**src/rtl/rob_scheduler.sv**
```systemverilog
// rob_scheduler: single-grant arbiter in front of a reorder buffer. Mirrors head/tail/count
// and per-slot valid/done bitmaps, and issues at most one registered ROB op per cycle.
module rob_scheduler #(
    parameter int DEPTH        = 32,
    parameter int STARVE_LIMIT = 4,
    localparam int AW = $clog2(DEPTH),
    localparam int SW = $clog2(STARVE_LIMIT + 1)
) (
    input  logic          clk,
    input  logic          reset,
    input  logic          alloc_req,
    input  logic [4:0]    alloc_reg,
    output logic          alloc_ack,
    output logic [AW-1:0] alloc_tag,
    input  logic          wb_req,
    input  logic [AW-1:0] wb_tag,
    input  logic [31:0]   wb_data,
    output logic          wb_ack,
    input  logic          commit_en,
    input  logic          drain_req,
    input  logic          flush,
    output logic [2:0]    rob_code,
    output logic [AW-1:0] rob_pc,
    output logic [4:0]    rob_reg,
    output logic [31:0]   rob_data,
    output logic [AW:0]   count,
    output logic          full,
    output logic          empty,
    output logic          drained,
    output logic          wb_err
);

    typedef enum logic [1:0] {
        ST_RUN   = 2'd0,
        ST_DRAIN = 2'd1,
        ST_FLUSH = 2'd2
    } state_e;

    localparam logic [AW:0]   CNT_FULL   = (AW + 1)'(DEPTH);
    localparam logic [AW:0]   CNT_ZERO   = {(AW + 1){1'b0}};
    localparam logic [SW-1:0] STARVE_MAX = SW'(STARVE_LIMIT);

    state_e           state_q, state_d;
    logic [AW-1:0]    head_q, head_d, tail_q, tail_d;
    logic [AW:0]      count_q, count_d;
    logic [DEPTH-1:0] valid_q, valid_d, done_q, done_d;
    logic [SW-1:0]    starve_q, starve_d;
    logic             wb_err_q, wb_err_d;
    logic [2:0]       code_q, code_d;
    logic [AW-1:0]    pc_q, pc_d;
    logic [4:0]       reg_q, reg_d;
    logic [31:0]      data_q, data_d;

    logic full_s, empty_s, blocked_s, commit_elig_s, alloc_elig_s;
    logic grant_alloc_s, grant_wb_s, grant_commit_s;

    assign full_s        = (count_q == CNT_FULL);
    assign empty_s       = (count_q == CNT_ZERO);
    // A flush request and the FLUSH cycle itself both suppress every grant.
    assign blocked_s     = flush | (state_q == ST_FLUSH);
    assign commit_elig_s = commit_en & ~empty_s & done_q[head_q];
    assign alloc_elig_s  = alloc_req & ~full_s & (state_q == ST_RUN);

    // Grant selection: commit > wb > alloc, unless alloc has been starved long enough.
    always_comb begin
        grant_alloc_s  = 1'b0;
        grant_wb_s     = 1'b0;
        grant_commit_s = 1'b0;
        if (blocked_s) begin
            grant_alloc_s = 1'b0;
        end else if (alloc_elig_s && (starve_q >= STARVE_MAX)) begin
            grant_alloc_s = 1'b1;
        end else if (commit_elig_s) begin
            grant_commit_s = 1'b1;
        end else if (wb_req) begin
            grant_wb_s = 1'b1;
        end else if (alloc_elig_s) begin
            grant_alloc_s = 1'b1;
        end else begin
            grant_alloc_s = 1'b0;
        end
    end

    // Next-state for pointers, bitmaps, starvation counter, FSM and the ROB op register.
    always_comb begin
        state_d  = state_q;
        head_d   = head_q;
        tail_d   = tail_q;
        count_d  = count_q;
        valid_d  = valid_q;
        done_d   = done_q;
        starve_d = starve_q;
        wb_err_d = wb_err_q;
        code_d   = 3'b000;
        pc_d     = {AW{1'b0}};
        reg_d    = 5'd0;
        data_d   = 32'd0;

        if (blocked_s) begin
            head_d  = {AW{1'b0}};
            tail_d  = {AW{1'b0}};
            count_d = CNT_ZERO;
            valid_d = {DEPTH{1'b0}};
            done_d  = {DEPTH{1'b0}};
        end else if (grant_alloc_s) begin
            valid_d[tail_q] = 1'b1;
            done_d[tail_q]  = 1'b0;
            tail_d          = tail_q + 1'b1;
            count_d         = count_q + 1'b1;
            code_d          = 3'b100;
            pc_d            = tail_q;
            reg_d           = alloc_reg;
        end else if (grant_commit_s) begin
            valid_d[head_q] = 1'b0;
            done_d[head_q]  = 1'b0;
            head_d          = head_q + 1'b1;
            count_d         = count_q - 1'b1;
            code_d          = 3'b001;
            pc_d            = head_q;
        end else if (grant_wb_s) begin
            if (valid_q[wb_tag]) begin
                done_d[wb_tag] = 1'b1;
                code_d         = 3'b010;
                pc_d           = wb_tag;
                data_d         = wb_data;
            end else begin
                wb_err_d = 1'b1;
            end
        end else begin
            code_d = 3'b000;
        end

        if (blocked_s) begin
            starve_d = starve_q;
        end else if (grant_alloc_s) begin
            starve_d = {SW{1'b0}};
        end else if (alloc_elig_s && (starve_q < STARVE_MAX)) begin
            starve_d = starve_q + 1'b1;
        end else begin
            starve_d = starve_q;
        end

        if (flush) begin
            state_d = ST_FLUSH;
        end else begin
            case (state_q)
                ST_RUN:   state_d = drain_req ? ST_DRAIN : ST_RUN;
                ST_DRAIN: state_d = drain_req ? ST_DRAIN : ST_RUN;
                ST_FLUSH: state_d = drain_req ? ST_DRAIN : ST_RUN;
                default:  state_d = ST_RUN;
            endcase
        end
    end

    // State register with synchronous reset.
    always_ff @(posedge clk) begin
        if (reset) begin
            state_q  <= ST_RUN;
            head_q   <= {AW{1'b0}};
            tail_q   <= {AW{1'b0}};
            count_q  <= CNT_ZERO;
            valid_q  <= {DEPTH{1'b0}};
            done_q   <= {DEPTH{1'b0}};
            starve_q <= {SW{1'b0}};
            wb_err_q <= 1'b0;
            code_q   <= 3'b000;
            pc_q     <= {AW{1'b0}};
            reg_q    <= 5'd0;
            data_q   <= 32'd0;
        end else begin
            state_q  <= state_d;
            head_q   <= head_d;
            tail_q   <= tail_d;
            count_q  <= count_d;
            valid_q  <= valid_d;
            done_q   <= done_d;
            starve_q <= starve_d;
            wb_err_q <= wb_err_d;
            code_q   <= code_d;
            pc_q     <= pc_d;
            reg_q    <= reg_d;
            data_q   <= data_d;
        end
    end

    assign alloc_ack = grant_alloc_s;
    assign alloc_tag = tail_q;
    assign wb_ack    = grant_wb_s;
    assign rob_code  = code_q;
    assign rob_pc    = pc_q;
    assign rob_reg   = reg_q;
    assign rob_data  = data_q;
    assign count     = count_q;
    assign full      = full_s;
    assign empty     = empty_s;
    assign drained   = (state_q == ST_DRAIN) && empty_s;
    assign wb_err    = wb_err_q;

endmodule

```
**config.mk**
```make
export PLATFORM = sky130hd
export DESIGN_NAME = rob_scheduler
export DESIGN_NICKNAME = d
export VERILOG_FILES = /design/src/rtl/rob_scheduler.sv
export SDC_FILE = /design/constraint.sdc
export NUM_CORES = 1
export LEC_CHECK = 0
export BUFFER_PORTS_ARGS = -buffer_cell sky130_fd_sc_hd__clkbuf_2
export CAP_MARGIN = 10
export CORE_ASPECT_RATIO = 1.1
export CORE_UTILIZATION = 45
export CTS_CLUSTER_DIAMETER = 200
export DETAILED_ROUTE_END_ITERATION = 8
export HOLD_SLACK_MARGIN = 0.02
export MAX_ROUTING_LAYER = met4
export PLACE_DENSITY = 0.66
export RECOVER_POWER = 100
export SYNTH_ARGS = -nofsm -noshare
export SYNTH_HDL_FRONTEND = slang
export SYNTH_SLANG_ARGS = --single-unit
```
**constraint.sdc**
```tcl
create_clock -name clk -period 4.6 [get_ports clk]
set_clock_uncertainty 0.1 [all_clocks]
set_input_delay 0.92 -clock clk [delete_from_list [all_inputs] [get_ports clk]]
set_output_delay 0.92 -clock clk [all_outputs]
set_load 0.1 [all_outputs]
```
==> insert_results.sql, run 1 <==
INSERT INTO impl_metrics (metric_group, metric, value, unit) VALUES
('sta', 'setup_viol', '0', ''),
('global_route', 'grt_remaining_overflow', '0', ''),
('critical_path', 'startpoint_type', 'register', ''),
('die', 'floorplan.die_area', '0.0151', 'mm²'),
('clock_network', 'post_cts.repair.setup_buffers', '0', ''),
('die', 'core_area', '0.0140', 'mm²'),
('logic_synthesis', 'synth.ff_latch_count', '131', ''),
('placement', 'post-dp-hpwl', '14600', 'µm'),
('route', 'finalWirelength', '21600', 'µm'),
('logic_synthesis', 'post_synth.cell_area_avg', '9.27', 'µm²'),
('layout', 'layout.nets', '849', ''),
('clock_network', 'cts_tree', 'done', ''),
('layout', 'layout.cell_area.non_filler', '0.00758', 'mm²'),
('clock_network', 'cts_max_path_buffers', '2', ''),
('die', 'dieWidth', '117', 'µm'),
('layout', 'most_common_cell_after_layout_fill_and_taps_aside', 'sky130_fd_sc_hd__dfxtp_1', ''),
('clock_network', 'cts_h_tree_depth', '4', ''),
('power_and_ir_drop', 'vdd_ir_drop_max', '260', 'µV'),
('die', 'rows', '45', ''),
('logic_synthesis', 'yosysTopAreaCell', 'sky130_fd_sc_hd__dfxtp_1', ''),
('die', 'die-height', '129', 'µm'),
('power_and_ir_drop', 'p_total', '0.00261', 'W'),
('clock_network', 'cts_made_buffers', '17', ''),
('sta', 'final_max_slew_viol_count', '0', ''),
('global_route', 'grt_pass1_wl', '33300', 'µm'),
('clock_network', 'cts_root_buf', 'sky130_fd_sc_hd__clkbuf_16', ''),
('sta', 'timing.final.ws_setup', '324', 'ps'),
('power_and_ir_drop', 'pwr_density_cell', '344', 'mW/mm²'),
('logic_synthesis', 'mappedNetlistArea', '0.00656', 'mm²'),
('logic_synthesis', 'ys_top_cells_by_area', 'sky130_fd_sc_hd__dfxtp_1, sky130_fd_sc_hd__and3_1, sky130_fd_sc_hd__a32o_1', ''),
('sta', 'finalWorstPathRequiredPeriod', '4280', 'ps'),
('logic_synthesis', 'fraction_of_registers_with_async_set_reset', '0', '%'),
('clock_network', 'post_cts_resize_count', '0', ''),
('logic_synthesis', 'post_synth_num_cell_types', '70', ''),
('layout', 'most-common-layout-cells', 'sky130_fd_sc_hd__dfxtp_1, sky130_fd_sc_hd__clkbuf_1, sky130_fd_sc_hd__clkbuf_2, sky130_fd_sc_hd__and3_1, sky130_fd_sc_hd__a21oi_1', ''),
('power_and_ir_drop', 'power.leakage', '2.81', 'nW'),
('route', 'detailroute.wirelength.met3', '1920', 'µm'),
('placement', 'placement.setup.worst_slack', '447', 'ps'),
('route', 'routed_wire_length_per_instance', '21.9', 'µm'),
('route', 'met2_wl', '10400', 'µm'),
('logic_synthesis', 'mappedNetlistNets', '771', ''),
('sta', 'unrepaired_setup_endpoints_after_global_routing', 'no', ''),
('logic_synthesis', 'synth_enable_flop_cells', '0', ''),
('route', 'routed-via-count', '6344', ''),
('sta', 'timing.fmax', '0.234', 'GHz'),
('logic_synthesis', 'ys.warnings.count', '0', ''),
('placement', 'finalWeightedCongestion', '0.952', ''),
('logic_synthesis', 'yosys.area.top_type_share', '40.0', '%'),
('layout', 'layout-drive-gt1-share', '18.0', '%'),
('clock_network', 'clk-insertion-delay-late', '430', 'ps'),
('clock_network', 'clock_net_sink_count', '131', ''),
('die', 'i_o_pins', '111', ''),
('global_route', 'antenna_found_initial', '0', ''),
('critical_path', 'crit_path_end_kind', 'primary output', ''),
('route', 'routed.top_layer', 'met4', ''),
('sta', 'hold_viol', '0', ''),
('route', 'drt-met1-wl', '8460', 'µm'),
('sta', 'worst-slew-pin-transition', '1320', 'ps'),
('placement', 'port_buffers', '110', ''),
('sta', 'finalSetupTns', '0', 'ps'),
('route', 'drtPass1Iterations', '7', ''),
('critical_path', 'crit_path_max_fanout', '49', ''),
('global_route', 'first_global_vias', '5855', ''),
('min_path', 'worstHoldPathType', 'reg -> reg', ''),
('clock_network', 'path_clk_slew', '60', 'ps'),
('route', 'post_dr_vias_cell', '6.43', ''),
('critical_path', 'worst-endpoint-arrival', '3260', 'ps'),
('critical_path', 'timing.setup.critical_path_class', 'reg -> out', ''),
('logic_synthesis', 'seq_area_frac_synth', '40.0', '%'),
('job', 'drv.max_cap_violation_count', '0', ''),
('run_status', 'run_status', 'completed', '');
-- where the power goes --
| part | switching (W) | internal (W) | leakage, nW |
|---|---|---|---|
| Clock | 0.000507 | 0.000765 | 0.269 |
| Combinational | 0.000142 | 0.0000492 | 1.49 |
| Sequential | 0.00000450 | 0.00114 | 1.06 |
-- path summary, 6_finish.rpt --
| check | startpoint | to | slack [ps] | depth (start not counted) |
|---|---|---|---|---|
| max | head_q[2] | alloc_ack | 320 | 7 |
| min | wb_err | wb_err | 370 | 2 |
| max reg2reg | head_q[2] | done_q[15] | 340 | 8 |
| min reg2reg | wb_err | wb_err | 370 | 2 |
-- cell families after synthesis --
family | Yosys count | synth area share (%)
flops | 131 | 40.0
buf+inv | 97 | 7.15
xor+xnor | 9 | 1.20
fa+ha+maj | 14 | 2.78
compound gates | 209 | 23.8
simple gates | 219 | 19.7
mux | 29 | 5.41
-- cell usage after synthesis (8+ instances only) --
| library cell | n |
|---|---|
| sky130_fd_sc_hd__and2_1 | 9 |
| sky130_fd_sc_hd__a21o_1 | 9 |
| sky130_fd_sc_hd__nor2_1 | 28 |
| sky130_fd_sc_hd__inv_1 | 32 |
| sky130_fd_sc_hd__nor3b_1 | 9 |
| sky130_fd_sc_hd__dfxtp_1 | 131 |
| sky130_fd_sc_hd__nand3_1 | 24 |
| sky130_fd_sc_hd__clkbuf_1 | 28 |
| sky130_fd_sc_hd__and3_1 | 48 |
| sky130_fd_sc_hd__a21oi_1 | 38 |
| sky130_fd_sc_hd__o21ai_0 | 22 |
| sky130_fd_sc_hd__xnor2_1 | 8 |
| sky130_fd_sc_hd__a31o_2 | 22 |
| sky130_fd_sc_hd__nand4_1 | 20 |
| sky130_fd_sc_hd__nor3_1 | 17 |
| sky130_fd_sc_hd__nor2b_1 | 9 |
| sky130_fd_sc_hd__a31oi_1 | 31 |
| sky130_fd_sc_hd__o21a_1 | 10 |
| sky130_fd_sc_hd__ha_1 | 13 |
| sky130_fd_sc_hd__a32o_1 | 23 |
| sky130_fd_sc_hd__mux2i_1 | 16 |
| sky130_fd_sc_hd__o32ai_1 | 8 |
| sky130_fd_sc_hd__buf_2 | 21 |
| sky130_fd_sc_hd__nand2_1 | 18 |
| sky130_fd_sc_hd__o221ai_1 | 8 |
-- layer usage --
layer / vias up / GRT usage, %
met5: - / -
met4: 0 / 13.1
met3: 72 / 6.64
met2: 355 / 47.0
met1: 3062 / 38.5
li1: 2855 / -
-- critical path, cell delays in order (launching register included) --
cell and delay, ps:
sky130_fd_sc_hd__dfxtp_1 820, sky130_fd_sc_hd__or3b_2 510, sky130_fd_sc_hd__o221ai_1 230, sky130_fd_sc_hd__a22oi_2 140, sky130_fd_sc_hd__a211oi_2 450, sky130_fd_sc_hd__nor2_4 70
sky130_fd_sc_hd__buf_4 320, sky130_fd_sc_hd__buf_6 270
-- stage by stage --
step,hold WS [ps],instances
3_5_place_dp,350,955
6_report,366,987
3_3_place_gp,344,955
2_1_floorplan,333,708
4_1_cts,358,987
5_1_grt,384,987
-- layout make-up --
class                   count  area [µm²]
clock buffers              22         464
fillers                  1348        6430
clock inverters            10        83.8
flip-flops and latches    131        2630
inverters                  32         120
repair buffers            124         566
well taps                 188         235
multi-input cells         480        3490
Note: power is estimated with default switching activity, not from simulation.
==> inputs of run 2 (changes only) <==
--- a/config.mk
+++ b/config.mk
@@ -8,12 +8,11 @@
 export BUFFER_PORTS_ARGS = -buffer_cell sky130_fd_sc_hd__clkbuf_2
 export CAP_MARGIN = 10
 export CORE_ASPECT_RATIO = 1.1
-export CORE_UTILIZATION = 45
+export CORE_UTILIZATION = 30
 export CTS_CLUSTER_DIAMETER = 200
 export DETAILED_ROUTE_END_ITERATION = 8
 export HOLD_SLACK_MARGIN = 0.02
 export MAX_ROUTING_LAYER = met4
-export PLACE_DENSITY = 0.66
 export RECOVER_POWER = 100
 export SYNTH_ARGS = -nofsm -noshare
 export SYNTH_HDL_FRONTEND = slang
==> constraint.sdc (replaced) <==
create_clock -name clk -period 4.9 [get_ports clk]
set_clock_uncertainty 0.1 [all_clocks]
set_input_delay 0.98 -clock clk [delete_from_list [all_inputs] [get_ports clk]]
set_output_delay 0.98 -clock clk [all_outputs]
set_load 0.1 [all_outputs]
==> insert_results.sql, run 2 (synthesis gave the netlist of run 1 again) <==
INSERT INTO impl_metrics (metric_group, metric, value, unit) VALUES
('critical_path', 'worst_path_dominant_cell_family', 'buffers and inverters', ''),
('power_and_ir_drop', 'vdd_ir_drop_max', '243', 'µV'),
('clock_network', 'clk-insertion-delay-late', '430', 'ps'),
('clock_network', 'hold_fix_buffers_at_cts', '0', ''),
('global_route', 'grt_pass1_wl', '33800', 'µm'),
('critical_path', 'critical_path.n_buffers_inverters', '2', ''),
('critical_path', 'crit_path_end_kind', 'register', ''),
('placement', 'post-dp-hpwl', '14700', 'µm'),
('route', 'antenna_left', '0', ''),
('min_path', 'worstHoldPathType', 'reg -> reg', ''),
('clock_network', 'cts_root_buf', 'sky130_fd_sc_hd__clkbuf_16', ''),
('layout', 'layout-drive-gt1-share', '17.6', '%'),
('critical_path', 'startpoint_type', 'input pin', ''),
('clock_network', 'cts_made_buffers', '17', ''),
('clock_network', 'clock_net_sink_count', '131', ''),
('critical_path', 'r2r-start', 'head_q[0]', ''),
('global_route', 'antenna_found_initial', '0', ''),
('die', 'die-height', '157', 'µm'),
('critical_path', 'crit_path_max_fanout', '38', ''),
('clock_network', 'cts_max_path_buffers', '2', ''),
('critical_path', 'r2r_end', 'count[5]', ''),
('critical_path', 'cp_cell_sequence', 'clkbuf_1 -> mux4_2 -> a221oi_1 -> nor2_1 -> or3_1 -> nor3b_1 -> clkbuf_1 -> a222oi_1 -> nor2_1', ''),
('die', 'floorplan.die_area', '0.0225', 'mm²'),
('sta', 'final_max_slew_viol_count', '12', ''),
('clock_network', 'path_clk_slew', '60', 'ps'),
('global_route', 'first_global_vias', '5899', ''),
('critical_path', 'worst_r2r_path_depth', '14', ''),
('clock_network', 'post_cts.repair.setup_buffers', '0', ''),
('route', 'post_dr_vias_cell', '5.66', ''),
('sta', 'finalSetupTns', '0', 'ps'),
('critical_path', 'timing.setup.critical_path_class', 'in -> reg', ''),
('run_status', 'failed_checks', 'max-capacitance violations, max-slew violations', ''),
('global_route', 'globalRouteTotalUtil', '20.5', '%'),
('sta', 'timing.fmax', '0.220', 'GHz'),
('critical_path', 'reg2reg_slack', '590', 'ps'),
('layout', 'layout.nets', '849', ''),
('route', 'drtPass1Iterations', '5', ''),
('job', 'drv.max_cap_violation_count', '1', ''),
('die', 'floorplan.initialDensity', '30.7', '%'),
('layout', 'most_common_cell_after_layout_fill_and_taps_aside', 'sky130_fd_sc_hd__dfxtp_1', ''),
('critical_path', 'slowest_stage_cell_on_the_critical_path', 'sky130_fd_sc_hd__clkbuf_1', ''),
('clock_network', 'cts_tree', 'done', ''),
('critical_path', 'critical_path.max_stage_delay', '780', 'ps'),
('layout', 'insertedDiodeCount', '0', ''),
('route', 'drt_first_iter_violations', '682', ''),
('layout', 'layout.cell_area.non_filler', '0.00771', 'mm²'),
('global_route', 'grt_start_max_net_pins', '50', ''),
('placement', 'finalWeightedCongestion', '0.873', ''),
('layout', 'most-common-layout-cells', 'sky130_fd_sc_hd__dfxtp_1, sky130_fd_sc_hd__clkbuf_1, sky130_fd_sc_hd__and3_1, sky130_fd_sc_hd__clkbuf_2, sky130_fd_sc_hd__a21oi_1', ''),
('placement', 'postPlaceCellArea', '0.00727', 'mm²'),
('clock_network', 'post_cts_resize_count', '0', ''),
('sta', 'setup_viol', '0', ''),
('route', 'post-route-drc-count', '0', ''),
('critical_path', 'worst-endpoint-arrival', '4740', 'ps'),
('die', 'rows', '56', ''),
('layout', 'area.growth.synth_to_final', '17.6', '%'),
('route', 'finalWirelength', '21700', 'µm'),
('critical_path', 'critPathRequiredTime', '5090', 'ps'),
('run_status', 'run_status', 'complete, but fails checks', ''),
('die', 'core_area', '0.0214', 'mm²'),
('die', 'i_o_pins', '111', ''),
('clock_network', 'cts_h_tree_depth', '4', ''),
('layout', 'final_core_util', '36.1', '%'),
('sta', 'timing.slew.headroom', '-7.17', '%'),
('global_route', 'grt_remaining_overflow', '0', ''),
('route', 'routed_wire_length_per_instance', '19.9', 'µm'),
('sta', 'post-route-period-util', '92.9', '%'),
('min_path', 'hold-path-endpoint', 'valid_q[29]', ''),
('power_and_ir_drop', 'pwr_density_cell', '322', 'mW/mm²'),
('route', 'routed-via-count', '6166', ''),
('power_and_ir_drop', 'power.leakage', '2.81', 'nW'),
('sta', 'hold_viol', '0', ''),
('sta', 'unrepaired_setup_endpoints_after_global_routing', 'no', ''),
('die', 'dieWidth', '143', 'µm'),
('min_path', 'min_from', 'valid_q[29]', ''),
('placement', 'port_buffers', '110', ''),
('sta', 'worst-slew-pin-transition', '1590', 'ps'),
('sta', 'finalWorstPathRequiredPeriod', '4550', 'ps'),
('min_path', 'hold_path_depth', '1', '');
==> run 2: cell count changes in the layout (fill, tap and decap cells not counted), sizes merged <==
| cell | previous run | this run |
|---|---|---|
| clkinvlp | 2 | 1 |
| inv | 32 | 37 |
| buf | 9 | 11 |
| clkbuf | 137 | 133 |
| clkinv | 7 | 5 |
==> run 2: worst max path at each step <==
| stage | cells after the start | from | end | slack (ps) |
|---|---|---|---|---|
| global route | 9 | wb_tag[0] | rob_pc[0] | 240 |
| CTS | 8 | head_q[1] | alloc_ack | 500 |
| finish | 9 | wb_tag[0] | rob_pc[0] | 350 |
| global placement | 8 | wb_tag[0] | done_q[9] | 780 |
| detailed placement | 8 | wb_tag[0] | done_q[9] | 760 |
| floorplan | 15 | count[0] | count[5] | -160 |
==> run 2: stage by stage <==
step | cells | total power, W | hold WS, ps | worst slack [ps]
after floorplan | 708 | 0.00123 | 333 | -163
after global placement | 1057 | 0.00128 | 350 | 781
after detailed placement | 1057 | 0.00128 | 353 | 759
after CTS | 1089 | 0.00251 | 368 | 495
after global routing | 1089 | 0.00256 | 392 | 240
final | 1089 | 0.00249 | 363 | 346
==> run 2: area by class of cell <==
cell class,count,area [µm²]
Fill cell,2230,13700
Multi-Input combinational cell,480,3470
Sequential cell,131,2620
Timing Repair Buffer,124,567
Clock buffer,20,447
Tap cell,290,363
Clock inverter,12,124
Inverter,32,120
==> run 2: power by group <==
part	switching [W]	internal [W]	total [W]
clock	0.000512	0.000722	0.00123
combinational	0.000132	0.0000453	0.000177
sequential	0.00000428	0.00107	0.00108
==> run 2: metal layers <==
metal	track usage (%)	vias up	wire, µm
met5	-	-	0
met4	11.5	0	866
met1	24.4	2948	8990
li1	-	2855	-
met2	32.2	306	10300
met3	3.95	57	1550
